==> config.mk <==
export PLATFORM = sky130hd
export DESIGN_NAME = wallet_key_events_flat
export DESIGN_NICKNAME = d
export VERILOG_FILES = /design/src/rtl/wallet_key_pkg.sv /design/src/rtl/wallet_key_events_if.sv /design/src/rtl/wallet_key_debounce.sv /design/src/rtl/wallet_key_events.sv /design/src/flat_wrapper.sv
export SDC_FILE = /design/constraint.sdc
export NUM_CORES = 1
export LEC_CHECK = 0
export ABC_CLOCK_PERIOD_IN_PS = 7500
export CAP_MARGIN = 20
export CORE_MARGIN = 2
export CORE_UTILIZATION = 55
export DETAILED_ROUTE_END_ITERATION = 10
export GPL_TIMING_DRIVEN = 1
export PLACE_DENSITY = 0.81
export SLEW_MARGIN = 20
export SYNTH_ARGS = -nofsm -noshare
export SYNTH_HDL_FRONTEND = slang
export SYNTH_SLANG_ARGS = --single-unit
==> constraint.sdc <==
create_clock -name CLOCK_50 -period 7.5 [get_ports CLOCK_50]
set_input_delay 1.5 -clock CLOCK_50 [delete_from_list [all_inputs] [get_ports CLOCK_50]]
set_output_delay 1.5 -clock CLOCK_50 [all_outputs]
set_load 0.05 [all_outputs]
==> src/rtl/wallet_key_pkg.sv <==
// rtl/wallet_key_pkg.sv - shared key FSM states, event record and 50 MHz timing defaults
package wallet_key_pkg;

  typedef enum logic [1:0] {
    KS_IDLE,
    KS_PRESSED,
    KS_LONG_SENT
  } key_state_e;

  typedef struct packed {
    logic [2:0] key;
    logic       is_long;
  } key_evt_t;

  localparam int DEF_DEBOUNCE_CYCLES = 1000000;
  localparam int DEF_LONG_CYCLES     = 100000000;

endpackage

==> src/rtl/wallet_key_events_if.sv <==
// rtl/wallet_key_events_if.sv - key event queue head with valid/ack pop handshake
interface wallet_key_events_if;
  logic       evt_valid;
  logic [2:0] evt_key;
  logic       evt_long;
  logic       evt_ack;

  modport master (output evt_valid, output evt_key, output evt_long, input evt_ack);
  modport slave  (input evt_valid, input evt_key, input evt_long, output evt_ack);
endinterface

==> src/rtl/wallet_key_debounce.sv <==
// rtl/wallet_key_debounce.sv - 2-flop synchroniser, inversion and debounce counter for one key
module wallet_key_debounce #(
  parameter int DEBOUNCE_CYCLES = 4
) (
  input  logic clk_i,
  input  logic rst_ni,
  input  logic key_n_i,
  output logic key_level_o
);
  localparam int CW = (DEBOUNCE_CYCLES > 1) ? $clog2(DEBOUNCE_CYCLES) : 1;
  localparam logic [CW-1:0] CNT_MAX = CW'(DEBOUNCE_CYCLES - 1);

  logic [1:0]    sync_q;
  logic          level_q, level_d;
  logic [CW-1:0] cnt_q, cnt_d;
  logic          raw_level;

  assign raw_level = ~sync_q[1];

  always_comb begin
    level_d = level_q;
    cnt_d   = cnt_q;
    if (raw_level == level_q) begin
      cnt_d = '0;
    end else if (cnt_q == CNT_MAX) begin
      level_d = ~level_q;
      cnt_d   = '0;
    end else begin
      cnt_d = cnt_q + 1'b1;
    end
  end

  // Synchroniser resets to the released (high) pin level.
  always_ff @(posedge clk_i or negedge rst_ni) begin
    if (!rst_ni) begin
      sync_q  <= 2'b11;
      level_q <= 1'b0;
      cnt_q   <= '0;
    end else begin
      sync_q  <= {sync_q[0], key_n_i};
      level_q <= level_d;
      cnt_q   <= cnt_d;
    end
  end

  assign key_level_o = level_q;
endmodule

==> src/rtl/wallet_key_events.sv <==
// rtl/wallet_key_events.sv - debounced key press classifier with event FIFO
// Long-press classification is built only when WALLET_KEY_LONGPRESS_EN is defined.
module wallet_key_events
  import wallet_key_pkg::*;
#(
  parameter int NUM_KEYS        = 2,
  parameter int DEBOUNCE_CYCLES = DEF_DEBOUNCE_CYCLES,
  parameter int LONG_CYCLES     = DEF_LONG_CYCLES,
  parameter int FIFO_DEPTH      = 4
) (
  input  logic                CLOCK_50,
  input  logic                reset_n,
  input  logic [NUM_KEYS-1:0] KEY,
  output logic [NUM_KEYS-1:0] key_level,
  wallet_key_events_if.master evt,
  output logic                evt_overflow,
  input  logic                ovf_clr
);
  localparam int PW = (FIFO_DEPTH > 1) ? $clog2(FIFO_DEPTH) : 1;
  localparam int CW = PW + 1;

  key_state_e    state_q [NUM_KEYS];
  key_state_e    state_d [NUM_KEYS];
  logic [NUM_KEYS-1:0] pend_q, pend_d, plong_q, plong_d;
`ifdef WALLET_KEY_LONGPRESS_EN
  localparam int HW = (LONG_CYCLES > 1) ? $clog2(LONG_CYCLES) : 1;
  localparam logic [HW-1:0] HOLD_MAX = HW'(LONG_CYCLES - 1);
  logic [HW-1:0] hold_q [NUM_KEYS];
  logic [HW-1:0] hold_d [NUM_KEYS];
`endif

  key_evt_t      mem_q [FIFO_DEPTH];
  logic [PW-1:0] wr_ptr_q, rd_ptr_q;
  logic [CW-1:0] cnt_q, cnt_d;
  logic          ovf_q;
  logic          wr_en, push, pop, full, ovf_set;
  key_evt_t      wr_evt;

  for (genvar g = 0; g < NUM_KEYS; g++) begin : g_deb
    wallet_key_debounce #(.DEBOUNCE_CYCLES(DEBOUNCE_CYCLES)) u_deb (
      .clk_i       (CLOCK_50),
      .rst_ni      (reset_n),
      .key_n_i     (KEY[g]),
      .key_level_o (key_level[g])
    );
  end

  always_comb begin
    state_d = state_q;
    pend_d  = pend_q;
    plong_d = plong_q;
`ifdef WALLET_KEY_LONGPRESS_EN
    hold_d  = hold_q;
`endif
    wr_en   = 1'b0;
    wr_evt  = '0;
    // Lowest-index pending key wins; its flag clears even if the FIFO drops it.
    for (int i = 0; i < NUM_KEYS; i++) begin
      if (pend_q[i] && !wr_en) begin
        wr_en          = 1'b1;
        wr_evt.key     = 3'(i);
        wr_evt.is_long = plong_q[i];
        pend_d[i]      = 1'b0;
      end
    end
    for (int i = 0; i < NUM_KEYS; i++) begin
      case (state_q[i])
        KS_IDLE: begin
          if (key_level[i]) begin
            state_d[i] = KS_PRESSED;
`ifdef WALLET_KEY_LONGPRESS_EN
            hold_d[i]  = '0;
`endif
          end
        end
        KS_PRESSED: begin
`ifdef WALLET_KEY_LONGPRESS_EN
          if (key_level[i] && hold_q[i] == HOLD_MAX) begin
            pend_d[i]  = 1'b1;
            plong_d[i] = 1'b1;
            state_d[i] = KS_LONG_SENT;
          end else if (!key_level[i]) begin
            pend_d[i]  = 1'b1;
            plong_d[i] = 1'b0;
            state_d[i] = KS_IDLE;
          end else if (hold_q[i] != HOLD_MAX) begin
            hold_d[i] = hold_q[i] + 1'b1;
          end
`else
          if (!key_level[i]) begin
            pend_d[i]  = 1'b1;
            plong_d[i] = 1'b0;
            state_d[i] = KS_IDLE;
          end
`endif
        end
        KS_LONG_SENT: begin
          if (!key_level[i]) state_d[i] = KS_IDLE;
        end
        default: state_d[i] = KS_IDLE;
      endcase
    end
  end

  always_comb begin
    pop     = evt.evt_ack && (cnt_q != '0);
    full    = (cnt_q == CW'(FIFO_DEPTH));
    push    = wr_en && (!full || pop);
    ovf_set = wr_en && full && !pop;
    cnt_d   = cnt_q;
    if (push && !pop)      cnt_d = cnt_q + 1'b1;
    else if (!push && pop) cnt_d = cnt_q - 1'b1;
  end

  always_ff @(posedge CLOCK_50 or negedge reset_n) begin
    if (!reset_n) begin
      for (int i = 0; i < NUM_KEYS; i++) begin
        state_q[i] <= KS_IDLE;
`ifdef WALLET_KEY_LONGPRESS_EN
        hold_q[i]  <= '0;
`endif
      end
      for (int j = 0; j < FIFO_DEPTH; j++) mem_q[j] <= '0;
      pend_q   <= '0;
      plong_q  <= '0;
      wr_ptr_q <= '0;
      rd_ptr_q <= '0;
      cnt_q    <= '0;
      ovf_q    <= 1'b0;
    end else begin
      state_q <= state_d;
`ifdef WALLET_KEY_LONGPRESS_EN
      hold_q  <= hold_d;
`endif
      pend_q  <= pend_d;
      plong_q <= plong_d;
      cnt_q   <= cnt_d;
      if (push) begin
        mem_q[wr_ptr_q] <= wr_evt;
        wr_ptr_q        <= wr_ptr_q + 1'b1;
      end
      if (pop) rd_ptr_q <= rd_ptr_q + 1'b1;
      if (ovf_set)      ovf_q <= 1'b1;
      else if (ovf_clr) ovf_q <= 1'b0;
    end
  end

  assign evt.evt_valid = (cnt_q != '0);
  assign evt.evt_key   = mem_q[rd_ptr_q].key;
  assign evt.evt_long  = mem_q[rd_ptr_q].is_long;
  assign evt_overflow  = ovf_q;
endmodule
==> src/flat_wrapper.sv <==
// flat-port wrapper written by rule: the top's interface ports become plain ports
module wallet_key_events_flat import wallet_key_pkg::*;
#(
  parameter int NUM_KEYS        = 2,
  parameter int DEBOUNCE_CYCLES = DEF_DEBOUNCE_CYCLES,
  parameter int LONG_CYCLES     = DEF_LONG_CYCLES,
  parameter int FIFO_DEPTH      = 4
)
  (CLOCK_50, reset_n, KEY, key_level, evt_overflow, ovf_clr, evt_evt_valid, evt_evt_key, evt_evt_long, evt_evt_ack);
  wallet_key_events_if evt_i ();
  input  logic CLOCK_50;
  input  logic reset_n;
  input  logic [NUM_KEYS-1:0] KEY;
  output logic [NUM_KEYS-1:0] key_level;
  output logic evt_overflow;
  input  logic ovf_clr;
  output wire logic [$bits(evt_i.evt_valid)-1:0] evt_evt_valid;
  output wire logic [$bits(evt_i.evt_key)-1:0] evt_evt_key;
  output wire logic [$bits(evt_i.evt_long)-1:0] evt_evt_long;
  input wire logic [$bits(evt_i.evt_ack)-1:0] evt_evt_ack;
  assign evt_evt_valid = evt_i.evt_valid;
  assign evt_evt_key = evt_i.evt_key;
  assign evt_evt_long = evt_i.evt_long;
  assign evt_i.evt_ack = evt_evt_ack;
  wallet_key_events #(.NUM_KEYS(NUM_KEYS), .DEBOUNCE_CYCLES(DEBOUNCE_CYCLES), .LONG_CYCLES(LONG_CYCLES), .FIFO_DEPTH(FIFO_DEPTH)) u_core (.CLOCK_50(CLOCK_50), .reset_n(reset_n), .KEY(KEY), .key_level(key_level), .evt(evt_i), .evt_overflow(evt_overflow), .ovf_clr(ovf_clr));
endmodule
== After elaboration in Yosys (flattened, before gate mapping) ==
Cells that the tools add are included.

* Output and inout bits: 8
* Word-level logic and storage cells: 103
* Flip-flop bits (word level): 76
* Input bits: 6

* Equal/unequal tests: 13
* Mux-type cells: 28
* $lt $le $gt $ge: 3
* Reduce and logical (&&, ||, !) cells: 24
* Add/subtract/negate cells: 6
* Bitwise operators: 8

{| class="wikitable"
|+ Operators by type and width
! operator !! count
|-
| $mux 20 || 4
|-
| $add 20x1->20 const B || 2
|-
| $eq 20x20->1 const B || 2
|-
| $bwmux 16 || 1
|-
| $mux 4 || 3
|-
| $mux 2 || 5
|-
| $mux 1 || 9
|-
| $bmux 4 s2 || 1
|-
| $demux 4 s2 || 1
|-
| $logic_and 1x1->1 || 8
|-
| $ne 2x2->1 const B || 4
|-
| $pmux 2 s2 || 2
|-
| $reduce_and 2->1 || 4
|-
| $ge 3x3->1 const B || 2
|-
| $mux 3 || 2
|-
| $not 1->1 || 6
|-
| $not 2->3 || 2
|-
| $add 2x1->2 const B || 2
|-
| $eq 2x1->1 const B || 2
|-
| $eq 2x2->1 const B || 2
|-
| $logic_not 1->1 || 4
|-
| $logic_not 2->1 || 2
|-
| $reduce_bool 2->1 || 2
|-
| $reduce_or 2->1 || 2
|-
| other kinds (7) || 8
|}

== Logic depth before layout (Yosys ltp) ==
* Depth after elaboration: 9
* Mapped depth: 9
* Depth with buffers taken out: 8

== Cells and area by module ==
A second synthesis with hierarchy kept.

* Cell total of the unflattened synthesis: 281
* Area total of the unflattened synthesis: 2990.4 µm²

{| class="wikitable"
|+ By module, submodules not included
! module !! cells each !! sequential area each (µm²) !! instances !! area each (µm²)
|-
| wallet_key_debounce || 109 || 578.1 || 2 || 1103.6
|-
| wallet_key_events || 63 || 400.4 || 1 || 783.3
|}

== Least setup slack after synthesis ==
No wires, ideal clock.

* Kind: input port to flip-flop
* From: input evt_evt_ack
* To: register u_core.cnt_q[1]
* Data required time: 7.375 ns
* Data arrival time: 3.370 ns
* Stages: 7
* Setup time: 0.125 ns
* Buffers on the path: 1
* Setup slack: 4.005 ns
* Cells stage by stage: or4b_2 > clkbuf_1 > o21a_1 > ha_1 > inv_1 > fa_1 > mux2_2

* Elaborated cells on any way between the ends: 9
* Classes of those cells: 1 x mux; 8 x reduce/logical

{| class="wikitable"
|+ RTL lines
! element !! line !! RTL
|-
| from (decl) || flat_wrapper.sv:20 || <nowiki>input wire logic [$bits(evt_i.evt_ack)-1:0] evt_evt_ack;</nowiki>
|-
| $logic_and 1x1->1 || wallet_key_events.sv:106 || <nowiki>pop = evt.evt_ack && (cnt_q != '0);</nowiki>
|-
| $logic_or 1x1->1 || wallet_key_events.sv:108 || <nowiki>push = wr_en && (!full || pop);</nowiki>
|-
| $logic_and 1x1->1 || wallet_key_events.sv:108 ||
|-
| named net u_core.push || wallet_key_events.sv:36 || <nowiki>logic wr_en, push, pop, full, ovf_set;</nowiki>
|-
| $logic_and 1x1->1 || wallet_key_events.sv:111 || <nowiki>if (push && !pop) cnt_d = cnt_q + 1'b1;</nowiki>
|-
| $mux 3 || wallet_key_events.sv:111 ||
|-
| named net u_core.cnt_d[1] || wallet_key_events.sv:34 || <nowiki>logic [CW-1:0] cnt_q, cnt_d;</nowiki>
|-
| to (signal assigned) || wallet_key_events.sv:137 || <nowiki>cnt_q <= cnt_d;</nowiki>
|-
| to (decl) || wallet_key_events.sv:34 ||
|}

The timed path passes the listed nets, and every way through them passes these cells.
A chain may end at the register's enable or synchronous reset.

== Worst setup path in the final report ==
Same ends and word-level chain as after synthesis.

==> results.ini <==
[status]
status = finished clean

[synthesis]
ys_types = 41
ys_ff_latch = 62
postSynthCellCount = 282
synth_flop_cell = dfrtp_1
synth-edff-count = 0
synth_area_um2 = 2967
async_flop_share = 1.000
yosysWarnings = 0
ys_seq_area_frac = 0.5247
syn_area_per_cell_um2 = 10.52

[route]
wl_um = 5117
route.detailed.drc = 0
firstDrtPassIters = 4
drt_iter0_drc = 109
via_count = 2078
wl_per_cell_um = 13.76
drt.antenna.violating_nets = 0
vias_per_cell = 5.586

[setup_path]
rr_worst_depth = 6
timing.rr.end = u_core.cnt_q[1]
end_kind = flop
worstPathRequired_ns = 7.72
crit_type = input port to flop
rr_startpoint = u_core.cnt_q[0]
critPathLaunchType = input port
worstPathMaxFanout = 10
reg2reg_slack_ns = 4.99
crit_arrival_ns = 3.85
slowest_delay_ns = 0.75
path_cells = clkdlybuf4s50_1 -> or4b_2 -> o21a_1 -> ha_1 -> inv_1 -> fa_1 -> mux2_2
slowest_stage = or4b_2

[timing]
fmaxAchievable_mhz = 275.9
fin_ws_ns = 3.875
setup_viol = 0
clock_skew_ns = 0.01016
hold_violations = 0
grt_setup_unrepaired = no
fin_hold_ws_ns = 0.3559
slew_viol_final = 0
finalCriticalPeriod_ns = 3.625
worstMarginPinSlew_ns = 0.7438
fin_crit_sh = 0.4833
slew_headroom = 0.5041
fin_tns_setup_ns = 0

[place]
hpwl_um = 3436
port_buffers = 10
gp_congestion = 0.8604
post-place-ws_ns = 3.520

[floorplanning]
core_area_um2 = 5172
start_util = 0.5735
dieHeight_um = 77.44
design.die.area_um2 = 5997
chipWidth_um = 77.44
placementRows = 26
io_pins = 14

[clocking]
tritoncts = done
cts.repair.resized = 0
path_clk_slew_ns = 0.06
cts_made_buffers = 9
clockBufferDepth = 2
hold_buffers = 0
clk_latency_ns = 0.34
h-tree-depth = 3
postCtsSetupRepairBufs = 0
root_buffer = clkbuf_8
cts_sinks = 62

[global_routing]
grt_max_degree = 63
antenna_found_initial = 0
grt_overflow = 0
grt_pass1_wl_um = 8935
grt_usage = 0.1890
grt_pass1_vias = 2052

[cells_and_area]
final_common_cell = dfrtp_1
regArea_um2 = 1556
fin_nets = 312
multi_input_area_um2 = 1316
fill_cells = 398
layout_common_cells = dfrtp_1 (58), nor2_1 (36), xnor2_1 (28)
drive_above_1_share = 0.1159
antenna_cells = 0
area_growth_pct = 11.85

[worst_hold_path]
whs_path_depth = 0
holdCritStartpoint = u_core.g_deb[0].u_deb.sync_q[0]
min_path_type = flop to flop
min_to = u_core.g_deb[0].u_deb.sync_q[1]

[pwr]
power.leakage_nw = 1.366
powerDensity_nw_per_um2 = 195.2
ir_drop_mv = 0.1048
total_power_uw = 647.8

[run]
drv_cap = 0

-- stage by stage --
step,utilization,cells,area [um^2]
finish,0.6415,372,3318
global route,0.6415,372,3318
CTS,0.6415,372,3318
detailed placement,0.6045,356,3127
global placement,0.6045,356,3127
floorplan,-,284,2974
-- kinds of logic (layout without fill, tap and decap cells) --
group	Yosys count	after routing	share of synthesized area
simple gates	114	114	0.2067
flops	62	62	0.5247
xor+xnor	36	36	0.1063
compound gates	32	32	0.06496
buf+inv	24	42	0.03754
fa+ha+maj	9	9	0.04049
mux	4	4	0.01814
other cells	1	3	0.001264
-- where the power goes --
group          internal [mW]  leakage (nW)  switching [mW]  total [mW]
clock                  0.160         0.103           0.123       0.283
sequential             0.339         0.837         0.00346       0.342
combinational        0.00630         0.426          0.0158      0.0221
-- sequential cells by signal, summed over array words and instances (netlist names) --
register and count:
u_core.cnt_q 3, u_core.evt_overflow 1, u_core.g_deb.u_deb.cnt_q 40, u_core.g_deb.u_deb.key_level_o 2
u_core.g_deb.u_deb.sync_q 4, u_core.mem_q 4, u_core.pend_q 2, u_core.rd_ptr_q 2
u_core.state_q 2, u_core.wr_ptr_q 2
-- area by class of cell --
class                      instances  share of cell area
sequential                        62              0.4691
multi-input combinational        198              0.3967
clock buffer                      11             0.04261
timing repair buffer              13             0.03545
tap                               70             0.02640
clock inverter                     5             0.01508
inverter                          13             0.01471
-- metal layers --
layer	global-route usage	vias to the layer above	routed length, um
met5	0	-	0
met4	0.1125	0	89
met3	0.04535	11	171
met2	0.2974	41	2431
met1	0.2374	1007	2424
li1	-	1019	-
-- cell usage after synthesis (5+ instances only) --
library cell,count,area share
nand4_1,11,0.023
a21oi_1,8,0.013
nand3_1,15,0.025
xnor2_1,28,0.083
nor4_1,10,0.021
o21ai_0,8,0.013
nor3_1,9,0.015
ha_1,8,0.034
a31oi_1,8,0.017
dfrtp_1,58,0.49
inv_1,13,0.016
xor2_1,8,0.024
nor2_1,36,0.046
or3_1,7,0.015
nand2_1,10,0.013
buf_4,5,0.013
-- worst max-delay path, delay by kind of cell --
kind / cells / cell delay [ns]
simple gates: 1 / 0.75
fa+ha+maj: 2 / 0.60
mux: 1 / 0.26
compound gates: 1 / 0.21
buf+inv: 2 / 0.52
-- worst max-delay path by stage --
stage / startpoint / to / slack, ns / cells past startpoint
floorplan: evt_evt_ack / u_core.cnt_q[1] / 4.01 / 7
global placement: evt_evt_ack / u_core.cnt_q[1] / 3.56 / 7
detailed placement: evt_evt_ack / u_core.cnt_q[1] / 3.52 / 7
CTS: evt_evt_ack / u_core.cnt_q[1] / 3.87 / 7
global route: evt_evt_ack / u_core.cnt_q[1] / 3.82 / 7
finish: evt_evt_ack / u_core.cnt_q[1] / 3.88 / 7
(Power assumes the default switching activity.)
